$ cat config.mk
export PLATFORM = sky130hd
export DESIGN_NAME = hotspot_iter_sched
export DESIGN_NICKNAME = d
export VERILOG_FILES = /design/src/rtl/hotspot_iter_sched.sv
export SDC_FILE = /design/constraint.sdc
export NUM_CORES = 1
export LEC_CHECK = 0
export CORE_MARGIN = 8
export CORE_UTILIZATION = 30
export DETAILED_ROUTE_END_ITERATION = 7
export GPL_ROUTABILITY_DRIVEN = 0
export HOLD_SLACK_MARGIN = 0.1
export SYNTH_ARGS = -nofsm -noshare
export SYNTH_HDL_FRONTEND = slang
export SYNTH_SLANG_ARGS = --single-unit
$ cat constraint.sdc
create_clock -name aclk -period 7.8 [get_ports aclk]
set_clock_uncertainty 0.05 [all_clocks]
set_input_delay 1.56 -clock aclk [delete_from_list [all_inputs] [get_ports aclk]]
set_output_delay 1.56 -clock aclk [all_outputs]
set_load 0.03 [all_outputs]
$ cat src/rtl/hotspot_iter_sched.sv
// Iteration scheduler for the thermal stencil core: pairs temp/power streams into core issues,
// bounds in-flight cells, tags pass ends. Optional perf counters via HOTSPOT_SCHED_PERF_EN.
module hotspot_iter_sched #(
  parameter int unsigned DATA_WIDTH   = 32,
  parameter int unsigned CELL_W       = 20,
  parameter int unsigned ITER_W       = 16,
  parameter int unsigned MAX_INFLIGHT = 16
) (
  input  logic                  aclk,
  input  logic                  axi_resetn,
  input  logic                  start,
  input  logic                  abort,
  input  logic [CELL_W-1:0]     num_cells,
  input  logic [ITER_W-1:0]     num_iters,
  output logic                  busy,
  output logic                  done,
  output logic                  cfg_lock,
  output logic [ITER_W-1:0]     iter_count,
  input  logic [DATA_WIDTH-1:0] s_axis_temp_data,
  input  logic                  s_axis_temp_valid,
  output logic                  s_axis_temp_ready,
  input  logic [DATA_WIDTH-1:0] s_axis_power_data,
  input  logic                  s_axis_power_valid,
  output logic                  s_axis_power_ready,
  output logic [DATA_WIDTH-1:0] m_core_temp_data,
  output logic [DATA_WIDTH-1:0] m_core_power_data,
  output logic                  m_core_valid,
  input  logic                  m_core_ready,
  input  logic [DATA_WIDTH-1:0] s_core_result_data,
  input  logic                  s_core_result_valid,
  output logic                  s_core_result_ready,
  output logic [DATA_WIDTH-1:0] m_axis_result_data,
  output logic                  m_axis_result_valid,
  input  logic                  m_axis_result_ready,
  output logic                  m_axis_result_tlast
`ifdef HOTSPOT_SCHED_PERF_EN
  ,
  output logic [31:0]           perf_cycles,
  output logic [31:0]           perf_stall
`endif
);

  localparam int unsigned InflW = $clog2(MAX_INFLIGHT + 1);
  localparam logic [InflW-1:0] MaxInfl = InflW'(MAX_INFLIGHT);

  typedef enum logic [1:0] {StIdle, StRun, StDrain, StDone} state_e;

  state_e            r_state, w_state_d;
  logic [CELL_W-1:0] r_cells, r_issue_cnt, r_res_cnt;
  logic [ITER_W-1:0] r_iters, r_iter_count;
  logic [InflW-1:0]  r_inflight;

  logic w_cfg_zero, w_can_issue, w_active, w_issue, w_accept, w_dec;
  logic w_start_acc, w_abort_run, w_pass_done, w_last_pass;

  assign w_start_acc = (r_state == StIdle) && start && !abort;
  assign w_abort_run = (r_state != StIdle) && abort;
  // A zero-length run spends one cycle in RUN with all handshakes closed, then ends.
  assign w_cfg_zero  = (r_cells == '0) || (r_iters == '0);
  assign w_can_issue = (r_state == StRun) && !w_cfg_zero && (r_issue_cnt < r_cells) &&
                       (r_inflight < MaxInfl);
  assign w_active    = ((r_state == StRun) && !w_cfg_zero) || (r_state == StDrain);

  assign m_core_temp_data   = s_axis_temp_data;
  assign m_core_power_data  = s_axis_power_data;
  assign m_core_valid       = s_axis_temp_valid && s_axis_power_valid && w_can_issue;
  assign s_axis_temp_ready  = m_core_ready && s_axis_power_valid && w_can_issue;
  assign s_axis_power_ready = m_core_ready && s_axis_temp_valid && w_can_issue;
  assign w_issue            = m_core_valid && m_core_ready;

  assign m_axis_result_data  = s_core_result_data;
  assign m_axis_result_valid = w_active && s_core_result_valid;
  assign s_core_result_ready = w_active && m_axis_result_ready;
  assign m_axis_result_tlast = m_axis_result_valid && (r_res_cnt == r_cells - CELL_W'(1));
  assign w_accept            = m_axis_result_valid && m_axis_result_ready;
  assign w_dec               = w_accept && (r_inflight != '0);

  assign w_pass_done = (r_state == StDrain) && (r_res_cnt == r_cells);
  assign w_last_pass = (r_iter_count + ITER_W'(1)) == r_iters;

  assign busy       = (r_state != StIdle);
  assign done       = (r_state == StDone);
  assign cfg_lock   = busy;
  assign iter_count = r_iter_count;

  always_comb begin
    w_state_d = r_state;
    case (r_state)
      StIdle:  if (w_start_acc) w_state_d = StRun;
      StRun: begin
        if (w_cfg_zero) w_state_d = StDone;
        else if (r_issue_cnt == r_cells) w_state_d = StDrain;
      end
      StDrain: if (w_pass_done) w_state_d = w_last_pass ? StDone : StRun;
      StDone:  w_state_d = StIdle;
      default: w_state_d = StIdle;
    endcase
    if (w_abort_run) w_state_d = StIdle;
  end

  always_ff @(posedge aclk) begin
    if (!axi_resetn) begin
      r_state      <= StIdle;
      r_cells      <= '0;
      r_iters      <= '0;
      r_issue_cnt  <= '0;
      r_res_cnt    <= '0;
      r_iter_count <= '0;
      r_inflight   <= '0;
    end else begin
      r_state <= w_state_d;
      if (w_start_acc) begin
        r_cells      <= num_cells;
        r_iters      <= num_iters;
        r_issue_cnt  <= '0;
        r_res_cnt    <= '0;
        r_iter_count <= '0;
        r_inflight   <= '0;
      end else if (w_abort_run) begin
        r_issue_cnt  <= '0;
        r_res_cnt    <= '0;
        r_iter_count <= '0;
        r_inflight   <= '0;
      end else begin
        if (w_pass_done) begin
          r_iter_count <= r_iter_count + ITER_W'(1);
          r_issue_cnt  <= '0;
          r_res_cnt    <= '0;
        end else begin
          if (w_issue)  r_issue_cnt <= r_issue_cnt + CELL_W'(1);
          if (w_accept) r_res_cnt   <= r_res_cnt + CELL_W'(1);
        end
        if (w_issue && !w_dec)      r_inflight <= r_inflight + InflW'(1);
        else if (!w_issue && w_dec) r_inflight <= r_inflight - InflW'(1);
      end
    end
  end

`ifdef HOTSPOT_SCHED_PERF_EN
  logic [31:0] r_perf_cycles, r_perf_stall;
  logic        w_stall;

  assign w_stall = (r_state == StRun) && s_axis_temp_valid && s_axis_power_valid && !w_issue;

  always_ff @(posedge aclk) begin
    if (!axi_resetn) begin
      r_perf_cycles <= '0;
      r_perf_stall  <= '0;
    end else if (w_start_acc) begin
      r_perf_cycles <= '0;
      r_perf_stall  <= '0;
    end else begin
      if (busy && (r_perf_cycles != '1))   r_perf_cycles <= r_perf_cycles + 32'd1;
      if (w_stall && (r_perf_stall != '1)) r_perf_stall  <= r_perf_stall + 32'd1;
    end
  end

  assign perf_cycles = r_perf_cycles;
  assign perf_stall  = r_perf_stall;
`endif

endmodule

* Yosys cells after proc, flatten, opt, wreduce, memory -nomap -nowiden
Index checks and enable logic that the tools add are counted.
** Storage, ports and cells
- Register bits :: 99
- Bits in latches :: 0
- Memory bits (writable) :: 0
- Bits in read-only memories :: 0
- Input bits :: 141
- Output and inout bits :: 121
- Memories :: 0
** Cells by class
- $add $sub $neg :: 6
- $mul :: 0
- Div/mod/pow operators :: 0
- $lt $le $gt $ge :: 2
- Equality and inequality tests :: 10
- Shifts and indexed selects :: 0
- Mux-type cells :: 8
- Bitwise operators :: 1
- Reduce and logical (&&, ||, !) cells :: 37
** Operators with widths (number)
- $eq A20 B20 Y1 :: 3
- $add A20 B1 Y20 const B :: 2
- $logic_and A1 B1 Y1 :: 21
- $logic_not A20 Y1 :: 1
- $lt A20 B20 Y1 :: 1
- $sub A20 B1 Y20 const B :: 1
- $add A16 B1 Y16 const B :: 1
- $eq A16 B16 Y1 :: 1
- $logic_not A16 Y1 :: 1
- $mux W2 :: 5
- $mux W5 :: 2
- $pmux W2 S4 :: 1
- $add A5 B1 Y5 const B :: 1
- $lt A5 B5 Y1 const B :: 1
- $reduce_bool A5 Y1 :: 1
- $sub A5 B1 Y5 const B :: 1
- $eq A2 B2 Y1 const B :: 2
- $logic_not A1 Y1 :: 4
- $ne A2 B2 Y1 const B :: 2
- $reduce_bool A2 Y1 :: 2
- $reduce_or A4 Y1 :: 1
- $ne A3 B2 Y1 const B :: 1
- $reduce_and A3 Y1 :: 1
- $reduce_or A3 Y1 :: 1
- other kinds (5) :: 6

* Depth between registers and ports, before layout
- Depth after elaboration :: 12
- Gate-level depth with buffers :: 18

* Worst setup path after synthesis
Ideal clock, no wire load.
- Kind :: input -> output
- Start point :: in s_core_result_valid
- End point :: out m_axis_result_tlast
- Arrival :: 3.221 ns
- Required time :: 6.190 ns
- Path slack :: 2.969 ns
- Stages :: 4
- Path buffers :: 0
- Cells stage by stage :: inv_1 nor2_1 o21ai_0 nor4_1
** On the way
- Word-level cells in the longest chain between the ends :: 2
** Ends and longest elaborated chain
- start, declared :: line 30 : input logic s_core_result_valid,
- $logic_and A1 B1 Y1 :: line 72 : assign m_axis_result_valid = w_active && s_core_result_valid;
- via m_axis_result_valid :: line 33 : output logic m_axis_result_valid,
- $logic_and A1 B1 Y1 :: line 74 : assign m_axis_result_tlast = m_axis_result_valid && (r_res_cnt == r_cells - CELL_W'(1));
- end, declared :: line 35 : output logic m_axis_result_tlast
The timed path passes the listed nets, and every way through them passes these cells.

* Worst setup path in the final report
- Start point :: reg r_cells[4]
- End point :: out m_axis_result_tlast
** On the way
- Word-level cells in the longest chain between the ends :: 7
- Elaborated cells on any way between the ends :: 9
- Those cells by class :: add/sub (1); eq/ne (1); reduce/logical (7)
** Ends and longest elaborated chain
- start, declared :: line 49 : logic [CELL_W-1:0] r_cells, r_issue_cnt, r_res_cnt;
- start signal, assigned :: line 113 : r_cells <= num_cells;
- branches (longest 6 deep; another with $sub A20 B1 Y20)
- $logic_and A1 B1 Y1 (*) :: line 74
Mark *: on every way between the ends.

==> results.txt <==
----------------------------------------------------
[Synthesis]
  Synthesized instance count ... 893
  Most used flip-flop cell after synthesis ... sky130_fd_sc_hd__dfxtp_1
  Number of flops mapped to enable cells by yosys ... 0
  Proportion of register bits with asynchronous set or reset after synthesis ... 0
  Top cell type's share of synthesized area ... 0.284
  Number of warnings issued by yosys ... 0
  Number of register bits inferred by synthesis ... 99
  Top cell type by total area after synthesis ... sky130_fd_sc_hd__dfxtp_1
  Number of unique standard cell types used by synthesis ... 51
  Net count after synthesis ... around 1100
  Netlist area before placement ... roughly 7000 um2
  Ranking of synthesized cells by area ... sky130_fd_sc_hd__dfxtp_1 (28%), sky130_fd_sc_hd__buf_4 (10%), sky130_fd_sc_hd__nand2_1 (6.3%)
  Seq/Total Area, Yosys ... 0.284
  Synth Area per Inst ... 7.82 um2

[STA]
  Crit share post-route ... 0.653
  Relative slew slack ... 0.287
  Pins over their slew limit ... 0
  Max Clk Rate ... 196 MHz
  Worst Hold Margin ... 444 ps
  Total of endpoints with negative setup slack in the final report ... 0
  Unrepaired setup endpoints after global routing ... false
  Final count of hold timing violations ... 0
  Worst Setup Slack, final ... between 2000 and 3000 ps
  Worst slew pin tran ... 1070 ps
  Setup tns final ... 0 ps
  Post-route minimum period ... 5090 ps

[Worst setup path]
  Crit path cell chain ... nor4_1 -> nand4_1 -> nor4_1 -> nand2_1 -> a22o_1 -> nor4_1 -> clkdlybuf4s50_1
  Maximum cell stage delay along the critical path ... about 760 ps
  Largest fanout of any net on the critical path ... 7
  Worst EP required ... 6190 ps
  Most numerous cell on the critical path ... sky130_fd_sc_hd__nor4_1
  Type of destination of the critical path ... output pin
  Type of origin of the critical path ... flop
  FF-to-FF setup slack ... ~3300 ps
  CP max-delay cell ... sky130_fd_sc_hd__clkdlybuf4s50_1
  CP Class ... reg -> out
  WP data arrival ... around 3500 ps

[Clock tree]
  Post-CTS clock slew at the launch and capture registers of the worst setup and hold paths ... 70 ps
  Hold Buf Count CTS ... 0
  Clock latency on the worst-skew pair ... 360 ps
  Clock buffers created by TritonCTS ... 9
  TritonCTS clock tree ... yes
  Bufs on Longest Clock Path ... 2
  Buffers inserted by post-CTS timing repair ... 0
  CTS H-tree depth ... 3
  Clock net sink count ... 99
  Clock tree root buffer cell ... sky130_fd_sc_hd__clkbuf_16
  Post-cts gate resize count ... 0

[Finish]
  Number of nets in the layout ... roughly 1000
  Number of fillers in the final layout ... around 2500
  Number of antenna diodes ... 0
  Post-synthesis to final-layout area growth ... 7.02%
  Fraction of layout cells with a size suffix above 1 ... 0.0417
  Layout Cells excl Fill ... 1159

[Global routing]
  Vias in the first global route ... 5314
  Total congestion overflow after global routing ... 0
  First-pass GRT wire length ... 28100 um
  Global-route usage over all layers ... 0.122
  Antenna violations before repair ... 0
  Largest net degree at the start of global routing ... 40

[Place]
  Placed cell count ... 1143
  Placed wire-length estimate after detailed placement ... 13200 um
  Worst slack at placement ... 2660 ps
  Number of I/O port buffers ... 69

[Routing]
  Wirelength per Cell ... 14.8 um
  Total length of routed wires ... 17100 um
  DRC violation count after routing ... 0
  Antenna Nets Post-Route ... 0
  Number of DRC markers after the initial detailed-route iteration ... around 300
  Vias after detailed routing ... 5539
  Ratio of routed vias to standard cells ... 4.78
  Drt pass-1 iters ... 4

[Power]
  Static Leak ... 2.74 nW
  Pwr/cell area ... 158 nW/um2
  Max rail drop VDD ... 104 uV

[Floorplan]
  # IOs ... 262
  Die outline area ... between 20000 and 30000 um2
  Row count ... 56
  Die Y-Extent ... 169 um
  Area of the core region ... 23200 um2
  Initial core utilization ... 0.301
  Die X-Extent ... 169 um

[Run status]
  Status ... complete, no violations

[Flow run]
  Max capacitance violation total ... 0

[Hold path]
  Tightest Hold Check Type ... reg -> reg

----------------------------------------------------
## where the power goes
part           switching [mW]  leakage (nW)  internal, mW  total (mW)
Combinational           0.110          1.79        0.0858       0.196
Sequential             0.0182         0.801         0.516       0.535
Clock                   0.220         0.147         0.233       0.452
Total                   0.348          2.74         0.835        1.18
## routing by layer
layer,track usage,wire length (um),share of wire
met5,0,0,0
met4,0.0633,607,0.036
met3,0.0184,825,0.048
met2,0.186,7220,0.42
met1,0.164,8440,0.49
## metrics by stage
| step | total power [mW] | util | area (um2) |
|---|---|---|---|
| after floorplan | 0.768 | - | 6980 |
| after global placement | 0.742 | 0.309 | 7180 |
| after detailed placement | 0.743 | 0.309 | 7180 |
| after CTS | 1.20 | 0.322 | 7470 |
| after global routing | 1.24 | 0.322 | 7470 |
| final | 1.18 | 0.322 | 7470 |
## kinds of logic (layout without fill, tap and decap cells)
group,after synthesis,count (layout),share of synthesized area
fa+ha+maj,30,30,0.0545
flops,99,99,0.284
compound gates,135,135,0.125
mux,19,19,0.0274
buf+inv,173,120,0.150
simple gates,355,355,0.256
xor+xnor,82,82,0.104
## layout make-up
class	count	area [um2]	area share
repair buffers	73	721	0.0964
inverters	31	116	0.0156
clock inverters	6	57.6	0.00770
multi-input cells	621	3960	0.530
clock buffers	10	239	0.0320
well taps	319	399	0.0534
flip-flops and latches	99	1980	0.265
## placed cells by master, fill, tap and decap left out, drive strengths merged, types with 20 or more instances in the layout
cell type	count
a21boi	38
nor3	29
xnor2	50
a21oi	31
ha	28
inv	34
o21ai	27
nand4	28
dfxtp	99
or3	20
nor2	54
nand2	118
xor2	32
nand3	27
clkdlybuf4s50	69
## flip-flops by register name (all words and copies together) (netlist names)
signal,count
r_cells,20
r_issue_cnt,20
r_res_cnt,20
iter_count,16
r_iters,16
r_inflight,5
r_state,2
## worst max-delay path: cells and delay by family (launching register included)
kind            cells  cell delay [ps]
compound gates      1              230
simple gates        5             1720
buf+inv             1              760
flops               1              400
## final timing paths
path	to	cells after the start	from
setup / recovery	m_axis_result_tlast	7	r_cells[4]$_SDFFE_PN0P_
hold / removal	r_cells[19]$_SDFFE_PN0P_	2	r_cells[19]$_SDFFE_PN0P_
setup reg to reg	r_inflight[4]$_SDFFE_PP0P_	14	r_cells[3]$_SDFFE_PN0P_
hold reg to reg	r_cells[19]$_SDFFE_PN0P_	2	r_cells[19]$_SDFFE_PN0P_
## synth_stat cells, types with 5 or more instances
cell type	number
sky130_fd_sc_hd__nand4_1	27
sky130_fd_sc_hd__and2_1	7
sky130_fd_sc_hd__xnor2_1	49
sky130_fd_sc_hd__a21boi_0	38
sky130_fd_sc_hd__buf_2	7
sky130_fd_sc_hd__nor3_2	6
sky130_fd_sc_hd__a21o_1	8
sky130_fd_sc_hd__nor2b_1	7
sky130_fd_sc_hd__inv_1	31
sky130_fd_sc_hd__nor3_1	23
sky130_fd_sc_hd__buf_4	97
sky130_fd_sc_hd__nand2_1	118
sky130_fd_sc_hd__xor2_1	32
sky130_fd_sc_hd__or3_1	20
sky130_fd_sc_hd__dfxtp_1	99
sky130_fd_sc_hd__nor2_1	54
sky130_fd_sc_hd__nand3_1	27
sky130_fd_sc_hd__o21a_1	10
sky130_fd_sc_hd__nor4_1	11
sky130_fd_sc_hd__mux2i_1	18
sky130_fd_sc_hd__ha_1	28
sky130_fd_sc_hd__nand2b_1	18
sky130_fd_sc_hd__and4_1	5
sky130_fd_sc_hd__and3_1	17
sky130_fd_sc_hd__a21oi_1	31
sky130_fd_sc_hd__o21ai_0	27
sky130_fd_sc_hd__clkbuf_1	33
No activity file was read; power rests on OpenSTA's default activity.
